===== src/rtl/noc_merge2.sv =====
// noc_merge2: two-input flit merge stage with a small FIFO per input and a
// round-robin arbiter feeding one registered output port.
//
// Ports:
//   clk, reset_n             clock, asynchronous active-low reset
//   in0_data/valid/ready     input channel 0 (valid/ready)
//   in1_data/valid/ready     input channel 1 (valid/ready)
//   out_data/valid/ready     merged output channel, out_data/out_valid registered
//   out_src                  source index of out_data (only with MERGE_SRC_TAG_EN)
//
// Build option: define MERGE_SRC_TAG_EN to add the out_src port and register.
module noc_merge2 #(
    parameter int W     = 9,
    parameter int DEPTH = 2
) (
    input  logic         clk,
    input  logic         reset_n,
    input  logic [W-1:0] in0_data,
    input  logic         in0_valid,
    output logic         in0_ready,
    input  logic [W-1:0] in1_data,
    input  logic         in1_valid,
    output logic         in1_ready,
    output logic [W-1:0] out_data,
    output logic         out_valid,
`ifdef MERGE_SRC_TAG_EN
    output logic         out_src,
`endif
    input  logic         out_ready
);

    localparam int AW = $clog2(DEPTH);
    localparam int CW = AW + 1;
    localparam logic [CW-1:0] Full = CW'(DEPTH);

    logic [W-1:0]  mem   [2][DEPTH];
    logic [AW-1:0] wptr  [2];
    logic [AW-1:0] rptr  [2];
    logic [CW-1:0] cnt   [2];
    logic          last;

    logic [1:0]    in_valid;
    logic [W-1:0]  in_data [2];
    logic [1:0]    not_empty;
    logic [1:0]    can_push;
    logic [1:0]    push;
    logic [1:0]    pop;
    logic          load;
    logic          any_req;
    logic          grant;
    logic [W-1:0]  head;

    assign in_valid   = {in1_valid, in0_valid};
    assign in_data[0] = in0_data;
    assign in_data[1] = in1_data;

    always_comb begin
        for (int i = 0; i < 2; i++) begin
            not_empty[i] = (cnt[i] != '0);
            // Ready comes from registered occupancy only, so a full FIFO being
            // popped this cycle still refuses the incoming flit.
            can_push[i]  = (cnt[i] != Full);
            push[i]      = in_valid[i] && can_push[i];
        end
    end

    assign in0_ready = can_push[0];
    assign in1_ready = can_push[1];

    assign load    = !out_valid || out_ready;
    assign any_req = |not_empty;

    // Single requester wins outright; on a tie the input not granted last wins.
    always_comb begin
        if (&not_empty) begin
            grant = !last;
        end else begin
            grant = not_empty[1];
        end
    end

    always_comb begin
        pop = 2'b00;
        if (load && any_req) begin
            pop[grant] = 1'b1;
        end
    end

    assign head = grant ? mem[1][rptr[1]] : mem[0][rptr[0]];

    // Storage has no reset; stale entries are never read because cnt gates pops.
    always_ff @(posedge clk) begin
        for (int i = 0; i < 2; i++) begin
            if (push[i]) begin
                mem[i][wptr[i]] <= in_data[i];
            end
        end
    end

    always_ff @(posedge clk or negedge reset_n) begin
        if (!reset_n) begin
            for (int i = 0; i < 2; i++) begin
                wptr[i] <= '0;
                rptr[i] <= '0;
                cnt[i]  <= '0;
            end
        end else begin
            for (int i = 0; i < 2; i++) begin
                if (push[i]) begin
                    wptr[i] <= wptr[i] + AW'(1);
                end
                if (pop[i]) begin
                    rptr[i] <= rptr[i] + AW'(1);
                end
                if (push[i] && !pop[i]) begin
                    cnt[i] <= cnt[i] + CW'(1);
                end else if (!push[i] && pop[i]) begin
                    cnt[i] <= cnt[i] - CW'(1);
                end
            end
        end
    end

    always_ff @(posedge clk or negedge reset_n) begin
        if (!reset_n) begin
            out_valid <= 1'b0;
            out_data  <= '0;
            last      <= 1'b1;
        end else if (load) begin
            out_valid <= any_req;
            if (any_req) begin
                out_data <= head;
                last     <= grant;
            end
        end
    end

`ifdef MERGE_SRC_TAG_EN
    always_ff @(posedge clk or negedge reset_n) begin
        if (!reset_n) begin
            out_src <= 1'b0;
        end else if (load && any_req) begin
            out_src <= grant;
        end
    end
`endif

endmodule


===== config.mk =====
export PLATFORM = sky130hd
export DESIGN_NAME = noc_merge2
export DESIGN_NICKNAME = d
export VERILOG_FILES = /design/src/rtl/noc_merge2.sv
export SDC_FILE = /design/constraint.sdc
export NUM_CORES = 1
export LEC_CHECK = 0
export BUFFER_PORTS_ARGS = -buffer_cell sky130_fd_sc_hd__buf_4
export CAP_MARGIN = 20
export CORE_MARGIN = 2
export CORE_UTILIZATION = 52
export CTS_BUF_LIST = sky130_fd_sc_hd__clkbuf_4 sky130_fd_sc_hd__clkbuf_8
export CTS_CLUSTER_DIAMETER = 40
export DETAILED_ROUTE_END_ITERATION = 10
export PLACE_DENSITY_LB_ADDON = 0.25
export SKIP_CTS_REPAIR_TIMING = 1
export SLEW_MARGIN = 40
export SYNTH_ARGS = -nofsm -noshare
export SYNTH_HDL_FRONTEND = slang
export SYNTH_SLANG_ARGS = --single-unit

===== constraint.sdc =====
create_clock -name clk -period 1.4 [get_ports clk]
set_input_delay 0.28 -clock clk [delete_from_list [all_inputs] [get_ports clk]]
set_output_delay 0.28 -clock clk [all_outputs]
set_load 0.005 [all_outputs]

## Word-level counts from Yosys, hierarchy flattened

Memory sizes are Yosys's and may differ from the RTL's.
Index checks and enable logic that the tools add are counted.

| cells by class | value |
|---|---|
| add/subtract/negate cells | 8 |
| order comparisons | 8 |
| equality and inequality tests | 2 |
| muxes and demuxes | 23 |
| bitwise operators | 4 |
| reduce and logical (&&, ||, !) cells | 24 |

Operators with widths:

| kind | number |
|---|---|
| 9-bit 2-to-1 mux | 9 |
| 18-bit 2-to-1 mux | 2 |
| 9-bit demux with 1-bit select | 2 |
| 1-bit logical AND | 10 |
| 2-bit 2-to-1 mux | 5 |
| 2-bit >= comparator, second input constant | 4 |
| 1-bit NOT with 2-bit output | 4 |
| 2-bit nonzero test | 4 |
| 1-bit zero test | 6 |
| 1-bit adder, second input constant | 4 |
| 2-bit by 1-bit adder with 2-bit output, second input constant | 2 |
| 2-bit by 1-bit less-than comparator with 1-bit output, second input constant | 2 |
| 1-bit 2-to-1 mux | 4 |
| 2-bit inequality test, second input constant | 2 |
| 2-bit AND reduction | 2 |
| 2-bit by 1-bit subtractor with 2-bit output, second input constant | 2 |
| 1-bit by 2-bit less-than comparator with 1-bit output, second input constant | 1 |
| 2-bit OR reduction | 1 |
| 1-bit demux with 1-bit select | 1 |
| 1-bit >= comparator, second input constant | 1 |
| 1-bit logical OR | 1 |

| storage, ports and cells | value |
|---|---|
| register bits after elaboration | 19 |
| RAM bits | 36 |
| bits of input ports | 23 |
| output and inout bits | 12 |
| memories kept | 1 |

Memories:

| memory | depth | width | read ports | clocked after memory_dff | wr ports | line | text |
|---|---|---|---|---|---|---|---|
| mem | 2 | 18 | 2 | 0 | 2 | 36 | `logic [W-1:0] mem [2][DEPTH];` |

## Longest topological paths before layout

Gate-level depths: netlist of the first run.

| logic depth | value |
|---|---|
| depth after elaboration | 11 |
| mapped depth | 7 |

## Worst setup path before layout of the first run

No wires, ideal clock.

| timing path | value |
|---|---|
| path type | register to register |
| start point | register cnt[2] in the netlist's numbering |
| end point | register cnt[1] in the netlist's numbering |
| library setup time | 79 ps |
| arrival time | 1,433 ps |
| path slack | -112 ps |
| cell stages (with the launch flop) | 8 |
| path buffers | 1 |
| period minus slack after synthesis | 1,512 ps |
| cell sequence | dfrtp_1 o21ai_1 o211ai_2 buf_4 ha_1 xor2_1 nor2_1 xor2_1 |

| on the way | value |
|---|---|
| word-level cells in the longest chain between the ends | 11 |

RTL lines:

| element | line | text |
|---|---|---|
| start, declared | 39 | `logic [CW-1:0] cnt [2];` |
| start signal, assigned by index | 116 | `cnt[i] <= cnt[i] + CW'(1);` |
| start signal, assigned by index | 118 | `cnt[i] <= cnt[i] - CW'(1);` |
| 2-bit nonzero test * | 59 | `not_empty[i] = (cnt[i] != '0);` |
| 2-bit AND reduction | 75 | `if (&not_empty) begin` |
| 1-bit 2-to-1 mux | 75 |  |
| 1-bit by 2-bit less-than comparator with 1-bit output (not written as such) / 1-bit >= comparator (equally long branches) | 85 | `pop[grant] = 1'b1;` |
| 1-bit logical AND (not written as such) | 85 |  |
| 1-bit 2-to-1 mux (not written as such) | 85 |  |
| 1-bit demux with 1-bit select | 85 |  |
| 2-bit 2-to-1 mux * | 84 | `if (load && any_req) begin` |
| 1-bit zero test | 115 | `if (push[i] && !pop[i]) begin` |
| 1-bit logical AND | 115 |  |
| 2-bit 2-to-1 mux / 2-bit nonzero test (equally long branches) | -- |  |

Every way passes the cells marked *; elsewhere a longest branch is shown, timed or not.
A chain may end at the register's enable or synchronous reset.

## Worst setup path after layout of the first run

| timing path | value |
|---|---|
| start point | register cnt[1] in the netlist's numbering |
| end point | register cnt[1] in the netlist's numbering |

| on the way | value |
|---|---|
| word-level cells in the longest chain between the ends | 11 |

RTL lines:

| element | line |
|---|---|
| 2-bit nonzero test | 59 |
| 2-bit AND reduction | 75 |
| 1-bit 2-to-1 mux | 75 |
| 1-bit by 2-bit less-than comparator with 1-bit output (not written as such) / 1-bit >= comparator (equally long branches) | 85 |
| 1-bit logical AND (not written as such) | 85 |
| 1-bit 2-to-1 mux (not written as such) | 85 |
| 1-bit demux with 1-bit select | 85 |
| 2-bit 2-to-1 mux | 84 |
| 1-bit zero test | 115 |
| 1-bit logical AND | 115 |
| 2-bit 2-to-1 mux / 2-bit nonzero test (equally long branches) | -- |

Parallel ways exist; a longest one is shown, timed or not. The select of a mux whose other input is x is not followed.

==> results.py, run 1 <==
metrics = {
    "drt": {
        "post-route-drc-count": 0,
        "routed_via_density": 5.40,
        "postRouteAntennaNets": 0,
        "first_iter_violations": 61,
        "wl_per_cell_um": 16.3,
        "finalWirelength_um": 3930,
        "vias": 1302,
        "first_pass_iters": 4,
    },
    "setup_path": {
        "end_kind": "flip-flop",
        "critPathRequiredTime_ps": 1580,
        "critPathMaxFanout": 3,
        "cp.arrival_ps": 1620,
        "crit_path_start_kind": "flip-flop",
        "critPathKind": "reg2reg",
    },
    "floorplan": {
        "core_um2": 4000,
        "dieArea_um2": 4670,
        "num_rows": 23,
        "dieHeight_um": 68.3,
        "fp.dieW_um": 68.3,
        "initial_utilization_pct": 53.8,
        "ios": 35,
    },
    "yosys": {
        "yosysTopAreaCell": "edfxtp_1",
        "synth_top_area_share_pct": 50.3,
        "yosys_warnings": 0,
        "synth.distinct_cells": 23,
        "ys_seq_elements": 55,
        "syn_area_um2": 2150,
        "syn_inst": 131,
        "syn_avg_cell_area_um2": 16.4,
        "synth_fp_nets": 156,
        "ys_seq_area_share_pct": 72.4,
        "synth_area_leaders": "edfxtp_1 (50%), dfrtp_1 (21%), mux2i_1 (8.4%)",
    },
    "clock_network": {
        "cts.sink_count": 55,
        "cts_tree": "built",
        "clockRootBuffer": "clkbuf_8",
        "clk_pin_slew_ps": 100,
        "cts.path.max_buffers": 2,
        "cts_htree_levels": 2,
        "clk_latency_ps": 300,
        "cts_inserted_buffers": 5,
    },
    "global_routing": {
        "grt_pass1_vias": 1309,
        "grt_pass1_wl_um": 6060,
        "grt_overflow": 0,
        "grt_max_degree": 20,
        "antenna_found_initial": 0,
        "grt_use_total_pct": 18.6,
    },
    "sta": {
        "clock.fmax_ghz": 0.697,
        "hold_violations": 0,
        "tns_ps": -45.0,
        "tightest_slew_ps": 374,
        "rsz0062_at_grt": "true",
        "slew_viol_final": 0,
        "period_share_pct": 102,
        "maxSlewHeadroom_pct": 74.9,
        "worst_clock_skew_ps": 12.5,
        "layout_setup_ws_ps": -34.6,
        "min_period_ps": 1430,
        "setup_viol": 2,
    },
    "min_path": {
        "hp-class": "in2reg",
    },
    "place": {
        "port_buffers": 34,
        "place_hpwl_um": 2830,
        "routabilityCongestion": 0.823,
        "dp.cells": 227,
    },
    "power_and_ir_drop": {
        "p_leak_nw": 1.18,
        "pwr-share-seq_pct": 42.5,
        "swShare_pct": 30.5,
        "switchingPower_mw": 1.89,
        "p_total_mw": 6.19,
        "peakVddDrop_uv": 1070,
        "p_int_mw": 4.30,
        "p_per_area_nw_per_um2": 2150,
        "pwr-share-comb_pct": 40.2,
        "pwr-share-clk_pct": 17.3,
    },
    "final_layout": {
        "drive_gt1_share_pct": 45.0,
        "insertedDiodeCount": 0,
        "final_cells": 241,
        "final_nets": 215,
        "area_delta_synth_final_pct": 33.6,
        "layout_common_cells": "buf_4 (48), edfxtp_1 (36), mux2i_1 (18)",
        "layout_commonest_cell": "buf_4",
        "fill_cells": 266,
    },
    "status": {
        "violations": "setup timing",
        "status": "finished with violations",
    },
    "flow_run": {
        "cap_violations": 0,
    },
}
## synth_stat cells, drive strengths merged
cell	instances
xor2	4
nor2	5
xnor2	6
nand2	4
dfrtp	18
nand2b	3
buf	5
edfxtp	36
o21ai	11
mux2i	18
clkbuf	1
nor2b	1
dfstp	1
o211ai	1
o221ai	10
inv	2
and3	2
nor4	1
ha	2
## critical path: stages, from the launching register on
cell and delay, ps:
dfrtp_2 420, buf_4 150, o211ai_2 160, ha_2 200, xor2_1 150, nor2_1 70, xor2_1 160
## routing by layer
layer / part of all wire (%) / wire, µm / vias up / GRT usage, %
met1: 38 / 1490 / 635 / 21.6
met5: 0 / 0 / - / 0
met2: 56 / 2200 / 50 / 33.3
met4: 1.0 / 40 / 0 / 6.75
li1: - / - / 611 / -
met3: 5.1 / 200 / 6 / 4.61
## area by class of cell
cell class | count | area (µm²) | share of cell area [%]
Tap cell | 50 | 62.6 | 2.18
Clock inverter | 2 | 38.8 | 1.35
Sequential cell | 55 | 1560 | 54.4
Timing Repair Buffer | 58 | 507 | 17.6
Clock buffer | 6 | 82.6 | 2.87
Multi-Input combinational cell | 68 | 612 | 21.3
Inverter | 2 | 7.51 | 0.261
## cell families after synthesis
family	Yosys count	synth area share, %
and+or+nand+nor	16	3.90
xor gates and xnor gates	10	4.07
buffers and inverters	8	2.27
DFF	55	72.4
AOI/OAI and AO/OA	22	7.80
adders and majority gates	2	1.16
muxes	18	8.38
## sequential cells by signal, summed over array words and instances, names as in the netlist
| register | flops |
|---|---|
| cnt | 4 |
| last | 1 |
| mem | 36 |
| out_data | 9 |
| out_valid | 1 |
| rptr | 2 |
| wptr | 2 |
## per-stage QoR
stage	hold slack (ps)	setup slack, ps	utilization, %	area [µm²]
3_5_place_dp	173	-34.4	65.6	2620
3_3_place_gp	163	16.6	65.6	2620
2_1_floorplan	-15.6	-95.8	-	2160
5_1_grt	133	-116	71.8	2870
4_1_cts	-171	-102	68.6	2750
6_report	155	-34.6	71.8	2870
## worst paths after layout
kind	slack [ps]	cells past startpoint	start	end
worst min register to register	520	1	wptr[1]	wptr[1]
max in group asynchronous	760	2	reset_n	last
worst min-delay path	160	1	in0_data[0]	mem[0][9]
worst max-delay path	-30	6	cnt[1]	cnt[1]
min in group asynchronous	380	2	reset_n	out_data[6]
worst max register to register	-30	6	cnt[1]	cnt[1]
## power groups by stage
stage	logic (mW)	registers, mW	clock network, mW
global route	2.72	2.68	1.17
floorplan	1.21	2.60	0
finish	2.49	2.63	1.07
detailed placement	2.18	2.65	0
CTS	2.19	2.62	1.10
global placement	2.10	2.63	0
Power figures use the tool's default switching activity.
==> run 2, diff against run 1 <==
Settings changed: CORE_ASPECT_RATIO set to 0.9.
==> run 2 against run 1 <==
  * The run still ends with setup timing left
  * Critical path depth unchanged
  * Worst setup slack improved by 1.8 ps
  * Non-clock buffer count decreased by 1
  * Critical path type unchanged
  * Largest power group unchanged
  * Highest routed layer unchanged
==> results.py, run 2 (synthesis gave the netlist of run 1 again) <==
metrics = {
    "floorplan": {
        "num_rows": 22,
        "core_um2": 4020,
        "ios": 35,
        "initial_utilization_pct": 53.5,
        "dieHeight_um": 65.0,
        "fp.dieW_um": 71.8,
        "dieArea_um2": 4670,
    },
    "setup_path": {
        "critPathRequiredTime_ps": 1580,
        "critPathMaxFanout": 5,
        "critPathKind": "reg2reg",
        "crit_start": "cnt[0]",
        "crit_path_start_kind": "flip-flop",
        "rr_startpoint": "cnt[0]",
        "cp.arrival_ps": 1610,
        "end_kind": "flip-flop",
    },
    "status": {
        "violations": "setup timing",
        "status": "finished with violations",
    },
    "global_routing": {
        "grt_pass1_vias": 1363,
        "grt_use_total_pct": 18.2,
        "antenna_found_initial": 0,
        "grt_pass1_wl_um": 6190,
        "grt_max_degree": 20,
        "grt_overflow": 0,
    },
    "sta": {
        "worst_clock_skew_ps": 10.6,
        "hold_violations": 0,
        "clock.fmax_ghz": 0.698,
        "period_share_pct": 102,
        "rsz0062_at_grt": "true",
        "setup_viol": 3,
        "slew_viol_final": 0,
        "min_period_ps": 1430,
        "layout_setup_ws_ps": -32.8,
        "maxSlewHeadroom_pct": 72.3,
        "tightest_slew_ps": 413,
    },
    "final_layout": {
        "final_cells": 238,
        "layout_common_cells": "buf_4 (51), edfxtp_1 (36), mux2i_1 (18)",
        "layout_commonest_cell": "buf_4",
        "multi_input_area_um2": 649,
        "largest_register_ffs": 36,
        "fin_util_pct": 71.4,
        "area_delta_synth_final_pct": 33.4,
        "register_area_um2": 1560,
        "fill_cells": 254,
        "final_nets": 214,
        "drive_gt1_share_pct": 46.3,
        "insertedDiodeCount": 0,
    },
    "clock_network": {
        "cts_tree": "built",
        "cts_htree_levels": 2,
        "clk_pin_slew_ps": 90,
        "clk_latency_ps": 300,
        "clockRootBuffer": "clkbuf_8",
        "cts.path.max_buffers": 2,
        "cts_inserted_buffers": 5,
        "cts.sink_count": 55,
    },
    "drt": {
        "routed_via_density": 5.31,
        "postRouteAntennaNets": 0,
        "first_pass_iters": 4,
        "finalWirelength_um": 3880,
        "post-route-drc-count": 0,
        "first_iter_violations": 105,
        "wl_per_cell_um": 16.3,
        "vias": 1264,
    },
    "place": {
        "port_buffers": 34,
        "routabilityCongestion": 0.796,
        "dp.cells": 223,
        "place_hpwl_um": 2760,
    },
    "power_and_ir_drop": {
        "p_leak_nw": 1.17,
        "p_per_area_nw_per_um2": 2150,
        "peakVddDrop_uv": 1170,
    },
    "min_path": {
        "hp-class": "in2reg",
        "min-delay-start": "in0_data[4]",
    },
    "flow_run": {
        "cap_violations": 0,
    },
}
[run 2: changes by cell type in the layout (fill, tap and decap cells not counted), moves of 2 or more]
cell and delta:
o21ai_0 -7, o21ai_1 +7, buf_4 +3, buf_6 -3, clkbuf_4 +2, nor2_4 +2
[run 2: cell type report]
cell class                 count  area share (%)
sequential                    55            54.5
clock buffer                   7            2.92
clock inverter                 1            1.05
tap                           48            2.09
timing repair buffer          57            16.6
multi-input combinational     68            22.6
inverter                       2           0.262
[run 2: path summary, 6_finish.rpt]
check / end / slack (ps) / depth (start not counted)
worst max-delay path: cnt[1] / -30 / 6
worst min-delay path: mem[0][4] / 160 / 1
worst max register to register: cnt[1] / -30 / 6
worst min register to register: last / 530 / 2
max in group asynchronous: last / 750 / 2
min in group asynchronous: out_data[2] / 390 / 2
[run 2: worst max-delay path: stages, from the launching register on]
cell      delay (ps)
dfrtp_2          460
buf_4            160
o211ai_4         200
ha_4             170
xor2_2           140
nor2_2            50
xor2_1           140
[run 2: routing by layer]
layer  vias to the layer above  GRT usage [%]  routed length (µm)
li1                        610              -                   -
met1                       620           21.1                1590
met2                        30           31.9                2100
met3                         4           4.82                 154
met4                         0           7.55                  39
met5                         -              0                   0
[run 2: where the power goes]
group / leakage (nW) / switching (mW) / internal, mW
clock: 0.0593 / 0.453 / 0.574
combinational: 0.556 / 1.07 / 1.36
sequential: 0.554 / 0.392 / 2.32
total: 1.17 / 1.92 / 4.26
[run 2: per-stage QoR]
step / power [mW] / worst slack (ps) / hold WS (ps) / instance area, µm² / TNS [ps]
floorplan: 3.81 / -95.8 / -15.6 / 2160 / -159
global placement: 4.66 / 13.8 / 164 / 2590 / 0
detailed placement: 4.76 / -44.8 / 170 / 2590 / -81.6
CTS: 5.80 / -75.2 / -162 / 2710 / -359
global route: 6.55 / -94.9 / 141 / 2870 / -573
finish: 6.18 / -32.8 / 162 / 2870 / -42.9
==> run 3, diff against run 2 <==
Settings changed: CELL_PAD_IN_SITES_DETAIL_PLACEMENT set to 1, CELL_PAD_IN_SITES_GLOBAL_PLACEMENT set to 2, CORE_UTILIZATION 52 to 41.
Clock period 1.4 ns to 1.43 ns, I/O delays scaled along.
==> run 3 against run 2 <==
  * The run still ends with setup timing left
  * Maximum frequency is 1.4% lower
  * Clock-buffer cell count is 1 lower
  * Critical path depth stayed put
  * Sequential share of layout area is 0.99 points higher
  * Cell count is 6.3% higher
  * Via count is 2.4% higher
  * Largest cell class unchanged
  * Die area is 25% higher
  * Total power is 5.9% lower
  * Utilization is 15 points lower
  * Combinational power is 5% lower
  * Non-clock buffer count is 2 lower
  * Worst hold slack worse by 2.2 ps
==> results.py, run 3 (synthesis gave the netlist of run 1 again) <==
metrics = {
    "status": {
        "status": "finished with violations",
        "violations": "setup timing",
    },
    "final_layout": {
        "fin_area_um2": 2820,
        "final_nets": 212,
        "largest_register_ffs": 36,
        "insertedDiodeCount": 0,
        "layout_common_cells": "buf_4 (51), edfxtp_1 (36), mux2i_1 (18)",
        "drive_gt1_share_pct": 45.7,
        "area_delta_synth_final_pct": 31.0,
        "fin_util_pct": 56.9,
        "layout_commonest_cell": "buf_4",
    },
    "place": {
        "port_buffers": 34,
        "place_hpwl_um": 3240,
        "placed_cell_area_um2": 2600,
        "routabilityCongestion": 0.761,
        "pre_cts_slack_ps": -47.3,
    },
    "floorplan": {
        "num_rows": 24,
        "fp.dieW_um": 80.3,
        "ios": 35,
        "initial_utilization_pct": 43.4,
        "core_um2": 4950,
        "dieHeight_um": 72.7,
        "dieArea_um2": 5840,
    },
    "min_path": {
        "min-delay-start": "in0_data[5]",
        "hp-class": "in2reg",
    },
    "sta": {
        "hold_ws_ps": 159,
        "maxSlewHeadroom_pct": 69.9,
        "worst_clock_skew_ps": 6.56,
        "clock.fmax_ghz": 0.688,
        "slew_viol_final": 0,
        "period_share_pct": 102,
        "min_period_ps": 1450,
        "hold_violations": 0,
        "layout_setup_ws_ps": -23.4,
        "tightest_slew_ps": 449,
        "setup_viol": 3,
        "rsz0062_at_grt": "true",
    },
    "setup_path": {
        "crit_path_start_kind": "flip-flop",
        "critPathRequiredTime_ps": 1620,
        "regToRegSetupSlack_ps": -20,
        "critPathMaxFanout": 5,
        "cp.arrival_ps": 1640,
        "rr_startpoint": "cnt[1]",
        "cpPeakStageDelay_ps": 470,
        "worst_path_most_repeated_cell": "xor2_1",
        "end_kind": "flip-flop",
        "crit_start": "cnt[1]",
        "crit_chain": "buf_4, o211ai_4, ha_4, xor2_1, nor2_2, xor2_1",
        "cp_slowest_cell": "dfrtp_2",
        "critPathKind": "reg2reg",
    },
    "clock_network": {
        "clk_pin_slew_ps": 100,
        "cts_tree": "built",
        "clockRootBuffer": "clkbuf_8",
        "cts_htree_levels": 2,
        "cts.sink_count": 55,
        "cts.path.max_buffers": 2,
        "clk_latency_ps": 300,
        "cts_inserted_buffers": 5,
    },
    "power_and_ir_drop": {
        "pwr-share-comb_pct": 39.8,
        "switchingPower_mw": 1.89,
        "swShare_pct": 32.6,
        "p_int_mw": 3.92,
        "peakVddDrop_uv": 898,
        "p_leak_nw": 1.14,
        "p_per_area_nw_per_um2": 2060,
        "pwr-share-clk_pct": 15.7,
        "pwr-share-seq_pct": 44.5,
    },
    "global_routing": {
        "grt_max_degree": 20,
        "grt_pass1_wl_um": 7170,
        "grt_use_total_pct": 17.0,
        "grt_pass1_vias": 1454,
        "antenna_found_initial": 0,
        "grt_overflow": 0,
    },
    "drt": {
        "first_pass_iters": 4,
        "vias": 1294,
        "postRouteAntennaNets": 0,
        "post-route-drc-count": 0,
        "finalWirelength_um": 4450,
        "wl_per_cell_um": 17.6,
        "routed_via_density": 5.11,
        "first_iter_violations": 32,
    },
    "flow_run": {
        "cap_violations": 0,
    },
}
## run 3: worst paths after layout
kind | to | depth (start not counted)
hold / removal | mem[0][5] | 1
setup reg to reg | cnt[1] | 6
max in group asynchronous | last | 2
hold reg to reg | wptr[0] | 1
setup / recovery | cnt[1] | 6
min in group asynchronous | out_data[5] | 2
## run 3: critical path, delay by kind of cell, from the launching register on
family	cells	cell delay [ps]
flip-flops	1	470
AND/OR/NAND/NOR	1	50
buffers and inverters	1	160
AO/OA/AOI/OAI	1	190
XOR/XNOR	2	310
adder cells (fa/ha/maj)	1	160
## run 3: through the flow
| step | std cells | power (mW) | TNS [ps] |
|---|---|---|---|
| floorplan | 131 | 3.73 | -98.6 |
| global placement | 238 | 4.55 | 0 |
| detailed placement | 238 | 4.69 | -113 |
| CTS | 246 | 5.61 | -328 |
| global route | 253 | 6.19 | -592 |
| finish | 253 | 5.82 | -32.5 |
## run 3: layer usage
layer,part of all wire [%],global-route usage (%)
met1,41,19.7
met2,55,31.2
met3,3.3,4.58
met4,0.79,4.52
met5,0,0
## run 3: power groups by stage
| stage | clock (mW) | combinational (mW) | sequential (mW) |
|---|---|---|---|
| 6_report | 0.913 | 2.31 | 2.59 |
| 5_1_grt | 1.00 | 2.54 | 2.65 |
| 4_1_cts | 0.938 | 2.09 | 2.58 |
| 3_5_place_dp | 0 | 2.08 | 2.60 |
| 3_3_place_gp | 0 | 1.97 | 2.58 |
| 2_1_floorplan | 0 | 1.18 | 2.54 |
## run 3: final cells by class
type                            count  area (µm²)
Clock buffer                        6        82.6
Inverter                            2        7.51
Timing Repair Buffer               55         453
Fill cell                         480        2140
Sequential cell                    55        1560
Clock inverter                      2        17.5
Multi-Input combinational cell     68         613
Tap cell                           65        81.3
